### src/rtl/uart_pkg.sv
// Shared types and constants for the UART receive-to-RAM writer.
package uart_pkg;

    typedef enum logic [1:0] {
        IDLE     = 2'd0,
        COMMIT   = 2'd1,
        WAIT_LOW = 2'd2
    } state_t;

    localparam int MODE_LINEAR = 0;
    localparam int MODE_RING   = 1;
    localparam int OVF_W       = 8;

endpackage

### src/rtl/uart_rx_ring_writer_occ_counter.sv
// Occupancy counter for the RX buffer: up on commit, down on release, with
// guards so it never leaves 0..DEPTH.
module occ_counter #(
    parameter int ADDR_W    = 9,
    parameter int WATERMARK = 256
) (
    input  logic              clk,
    input  logic              reset_n,
    input  logic              clear,
    input  logic              inc,
    input  logic              dec,
    output logic [ADDR_W:0]   count,
    output logic              full,
    output logic              wm
);

    localparam int               DEPTH_I = 1 << ADDR_W;
    localparam logic [ADDR_W:0]  DEPTH   = DEPTH_I[ADDR_W:0];
    localparam logic [ADDR_W:0]  WM_LVL  = WATERMARK[ADDR_W:0];

    logic do_inc;
    logic do_dec;

    assign do_inc = inc && (count != DEPTH);
    assign do_dec = dec && (count != '0);

    // A simultaneous commit and release cancel out.
    always_ff @(posedge clk or negedge reset_n) begin
        if (!reset_n) begin
            count <= '0;
        end else if (clear) begin
            count <= '0;
        end else if (do_inc && !do_dec) begin
            count <= count + (ADDR_W+1)'(1);
        end else if (do_dec && !do_inc) begin
            count <= count - (ADDR_W+1)'(1);
        end
    end

    assign full = (count == DEPTH);
    assign wm   = (count >= WM_LVL);

endmodule

### src/rtl/uart_rx_ring_writer.sv
// Moves words from uart_rx into the RX buffer RAM, linear or ring mode,
// with occupancy, watermark and overflow accounting.
//   state    | meaning
//   IDLE     | waiting for src_ready; write or drop the word
//   COMMIT   | write strobe cycle; advance address and count
//   WAIT_LOW | wait for the source to drop src_ready
module uart_rx_ring_writer
    import uart_pkg::*;
#(
    parameter int DATA_W    = 8,
    parameter int ADDR_W    = 9,
    parameter int RING      = 0,
    parameter int WATERMARK = 256
) (
    input  logic              clk,
    input  logic              reset_n,
    input  logic              clear,
    input  logic              src_ready,
    input  logic [DATA_W-1:0] src_data,
    output logic              src_ack,
    input  logic              rd_release,
    output logic              wr_en,
    output logic [ADDR_W-1:0] wr_addr,
    output logic [DATA_W-1:0] wr_data,
    output logic [ADDR_W:0]   count,
    output logic              full,
    output logic              wm,
    output logic              overflow,
    output logic [OVF_W-1:0]  overflow_cnt
);

    state_t state;
    logic   commit_inc;
    logic   release_dec;

    assign commit_inc  = (state == COMMIT) && !clear;
    assign release_dec = (RING == MODE_RING) && rd_release;

    occ_counter #(
        .ADDR_W    (ADDR_W),
        .WATERMARK (WATERMARK)
    ) u_occ (
        .clk     (clk),
        .reset_n (reset_n),
        .clear   (clear),
        .inc     (commit_inc),
        .dec     (release_dec),
        .count   (count),
        .full    (full),
        .wm      (wm)
    );

    always_ff @(posedge clk or negedge reset_n) begin
        if (!reset_n) begin
            state        <= IDLE;
            src_ack      <= 1'b0;
            wr_en        <= 1'b0;
            wr_addr      <= '0;
            wr_data      <= '0;
            overflow     <= 1'b0;
            overflow_cnt <= '0;
        end else if (clear) begin
            // A word still held by the source must not be captured again.
            state        <= src_ready ? WAIT_LOW : IDLE;
            src_ack      <= 1'b0;
            wr_en        <= 1'b0;
            wr_addr      <= '0;
            wr_data      <= '0;
            overflow     <= 1'b0;
            overflow_cnt <= '0;
        end else begin
            src_ack <= 1'b0;
            wr_en   <= 1'b0;
            case (state)
                IDLE: begin
                    if (src_ready) begin
                        src_ack <= 1'b1;
                        if (!full) begin
                            wr_data <= src_data;
                            wr_en   <= 1'b1;
                            state   <= COMMIT;
                        end else begin
                            overflow <= 1'b1;
                            if (overflow_cnt != '1) begin
                                overflow_cnt <= overflow_cnt + 8'd1;
                            end
                            state <= WAIT_LOW;
                        end
                    end
                end
                COMMIT: begin
                    wr_addr <= wr_addr + ADDR_W'(1);
                    state   <= WAIT_LOW;
                end
                WAIT_LOW: begin
                    if (!src_ready) begin
                        state <= IDLE;
                    end
                end
                default: state <= IDLE;
            endcase
        end
    end

endmodule

### config.mk
export PLATFORM = sky130hd
export DESIGN_NAME = uart_rx_ring_writer
export DESIGN_NICKNAME = d
export VERILOG_FILES = /design/src/rtl/uart_pkg.sv /design/src/rtl/uart_rx_ring_writer_occ_counter.sv /design/src/rtl/uart_rx_ring_writer.sv
export SDC_FILE = /design/constraint.sdc
export NUM_CORES = 1
export LEC_CHECK = 0
export BUFFER_PORTS_ARGS = -buffer_cell sky130_fd_sc_hd__buf_2
export CAP_MARGIN = 5
export CORE_MARGIN = 10
export CORE_UTILIZATION = 45
export DETAILED_ROUTE_END_ITERATION = 10
export GPL_ROUTABILITY_DRIVEN = 0
export PLACE_DENSITY = 0.78
export SLEW_MARGIN = 20
export SYNTH_ARGS = -nofsm -noshare
export SYNTH_HDL_FRONTEND = slang
export SYNTH_SLANG_ARGS = --single-unit
### constraint.sdc
create_clock -name clk -period 2.2 [get_ports clk]
set_input_delay 0 -clock clk [delete_from_list [all_inputs] [get_ports clk]]
set_output_delay 0 -clock clk [all_outputs]
set_load 0.03 [all_outputs]
==> flow_summary.yaml <==
outcome:
  outcome: "finished clean"
logic_synthesis:
  synth_common_cells: "40 x dfrtp_1, 33 x nor2_1, 11 x mux2i_1, 11 x xor2_1, 9 x nand4_1"
  ys.flop_type: "dfrtp_1"
  ys_seq_elements: 40
  synthXorXnorAreaFrac_pct: 7.65
  async_reset_ff_share_pct: 100
  synth.avg_cell_area_sq_um: 10.1
  synth_cells: 192
  synthesis.nets: 209
  synthTopCellsByArea: "dfrtp_1 51%, nor2_1 6.4%, mux2i_1 5.7%, xor2_1 5.0%, nand4_1 2.9%"
  yosysTopAreaCellShare_pct: 51.4
  synthAdderAreaFrac_pct: 2.57
  synth-simple-area-share_pct: 23.6
  synth_area_leader_cell: "dfrtp_1"
  muxShareOfSynthArea_pct: 5.66
  synth_compound_area_share_pct: 6.37
  yosysMostFrequentCell: "dfrtp_1"
  synth_edf_count: 0
  synth_top_family_by_area: "simple AND/OR/NAND/NOR gates"
  syn-cell-area_sq_um: 1950
  ys_seq_area_share_pct: 51.4
  synth_cell_type_count: 35
  ys.warnings.count: 0
worst_setup_path:
  path_max_fanout: 6
  slowest_delay_ps: 540
  rr_endpoint: "overflow_cnt[5]"
  critPathArrivalTime_ps: 2390
  cp_slowest_cell: "or4_4"
  start_kind: "register"
  path_class: "register to register"
  reg2reg_slack_ps: 30
  worst-r2r-cell-count: 4
  cp_cell_sequence: "or4_4, or4_4, or4_4, a21oi_2"
  crit_top_cell: "or4_4"
  crit_path_end_kind: "register"
  endpoint: "overflow_cnt[5]"
  crit_start: "u_occ.count[3]"
  rr_startpoint: "u_occ.count[3]"
  worstPathRequired_ps: 2430
sta:
  hold_viol: 0
  period_needed_ps: 2170
  worst_pin_slew_ps: 872
  setup_violations: 0
  period_share_pct: 98.5
  max_freq_mhz: 461
  finClkSkew_ps: 8.43
  finalMaxSlewViolations: 0
  max_slew_margin_pct: 41.9
power_and_ir_drop:
  ir_drop_mv: 0.292
  pwr_density_cell_nw_per_um2: 606
  sw_frac_of_total_pct: 23.0
  p_comb_share_pct: 10.6
  total_power_w: 0.00158
  p_sw_w: 0.000363
  leakage_nw: 1.35
  seq_power_share_pct: 48.1
  intPower_w: 0.00122
  power_frac_clock_pct: 41.3
floorplan:
  die_area_sq_um: 7350
  io_pins: 53
  dieHeight_microns: 85.8
  dieWidth_microns: 85.8
  rows: 23
  initial_core_util_pct: 47.6
  coreArea_sq_um: 4090
global_routing:
  grt-ovfl-total: 0
  grt_pass1_wl_microns: 8400
  grt_antenna_before_repair: 0
  grt_pass1_vias: 1779
  grtUsageTotal_pct: 13.8
  grt_max_degree: 41
drt:
  vias_per_cell: 5.37
  first_pass_iters: 4
  ant_nets: 0
  drtIter0Drc: 119
  wl_microns: 4940
  drc: 0
  wl_per_cell_microns: 15.5
  vias: 1714
layout:
  fin_nets: 285
  fin_cells: 319
  syn_to_final_growth_pct: 34.0
  drive_above_1_share_pct: 32.7
  diodes: 0
cts:
  worstSkewPairLatency_ps: 290
  cts_tree: "done"
  htreeDepth: 2
  max-clock-path-buffers: 2
  root_buffer: "clkbuf_8"
  cts_made_buffers: 5
  clk_pin_slew_worst_paths_ps: 80
  clock_sinks: 40
hold_path:
  hold_path_depth: 2
  hp-class: "input port to register"
placement:
  hpwl_microns: 3430
  dp.cells: 300
  port_buffers: 51
flow_run:
  maxCapViolCount: 0
worst min-delay path by stage:
stage | end | startpoint | slack [ps]
3_5_place_dp | overflow_cnt[4] | reset_n | 170
5_1_grt | u_occ.count[6] | clear | 200
4_1_cts | u_occ.count[7] | clear | 180
3_3_place_gp | overflow_cnt[6] | reset_n | 170
6_report | u_occ.count[7] | clear | 180
2_1_floorplan | overflow | reset_n | -300
timing repair:
item / in CTS / in global routing
setup endpoints to repair: 0 / 1
hold endpoints to repair: 49 / 0
hold buffers: 10 / 0
resized for setup: 0 / 5
buffers inserted: 0 / 1
critical path: cells and delay by family, from the launching register on:
family,cells,cell delay (ps)
flip-flops,1,400
AO/OA/AOI/OAI,1,120
AND/OR/NAND/NOR,3,1580
power by group through the flow:
stage	Clock [W]	Sequential [W]	Combinational, W
6_report	0.000653	0.000761	0.000167
5_1_grt	0.000694	0.000762	0.000184
4_1_cts	0.000665	0.000760	0.000168
3_5_place_dp	0	0.000775	0.000154
3_3_place_gp	0	0.000774	0.000151
2_1_floorplan	0	0.000807	0.0000552
stage by stage:
step / worst slack, ps / util [%] / instance area [sq um] / TNS [ps] / hold slack, ps
2_1_floorplan: -164 / - / 1970 / -407 / -296
3_3_place_gp: 114 / 57.6 / 2350 / 0 / 166
3_5_place_dp: 105 / 57.6 / 2350 / 0 / 169
4_1_cts: 77.2 / 63.2 / 2580 / 0 / 179
5_1_grt: -3.59 / 63.8 / 2610 / -5.91 / 203
6_report: 32.0 / 63.8 / 2610 / 0 / 180
layout make-up:
class | instances | area (sq um)
repair buffers | 77 | 479
flip-flops and latches | 40 | 1000
inverters | 5 | 18.8
multi-input cells | 139 | 916
well taps | 50 | 62.6
clock inverters | 1 | 30.0
clock buffers | 7 | 96.3
fillers | 355 | 1480
state kept, by name (all words and copies together) (netlist names):
| name | cells |
|---|---|
| wr_data | 8 |
| wr_en | 1 |
| u_occ.count | 10 |
| wr_addr | 9 |
| overflow | 1 |
| src_ack | 1 |
| state | 2 |
| overflow_cnt | 8 |
cell families (layout without fill, tap and decap cells):
family / count (synthesis) / in the layout
AND/OR/NAND/NOR: 88 / 88
flip-flops: 40 / 40
AO/OA/AOI/OAI: 19 / 19
XOR/XNOR: 17 / 17
buffers and inverters: 13 / 90
multiplexers: 11 / 11
adder cells (fa/ha/maj): 4 / 4
layer usage:
| metal | up-vias | part of all wire (%) | track usage (%) |
|---|---|---|---|
| li1 | 826 | - | - |
| met4 | 0 | 1.4 | 5.99 |
| met5 | - | 0 | 0 |
| met3 | 7 | 4.9 | 3.60 |
| met2 | 37 | 50 | 23.0 |
| met1 | 844 | 44 | 16.3 |
layout by cell type (no fill, tap or decap), types with 5 or more instances in the layout:
master         instances
mux2i_1               11
dfrtp_1               37
nand2_1                8
nand4_1                9
dlygate4sd3_1         10
buf_4                 15
clkbuf_8               7
nand3_1                5
xor2_1                11
a21oi_1                5
xnor2_1                6
buf_2                 51
nor2_1                33
nor3_1                 7
inv_1                  5
Note: power is estimated with default switching activity, not from simulation.
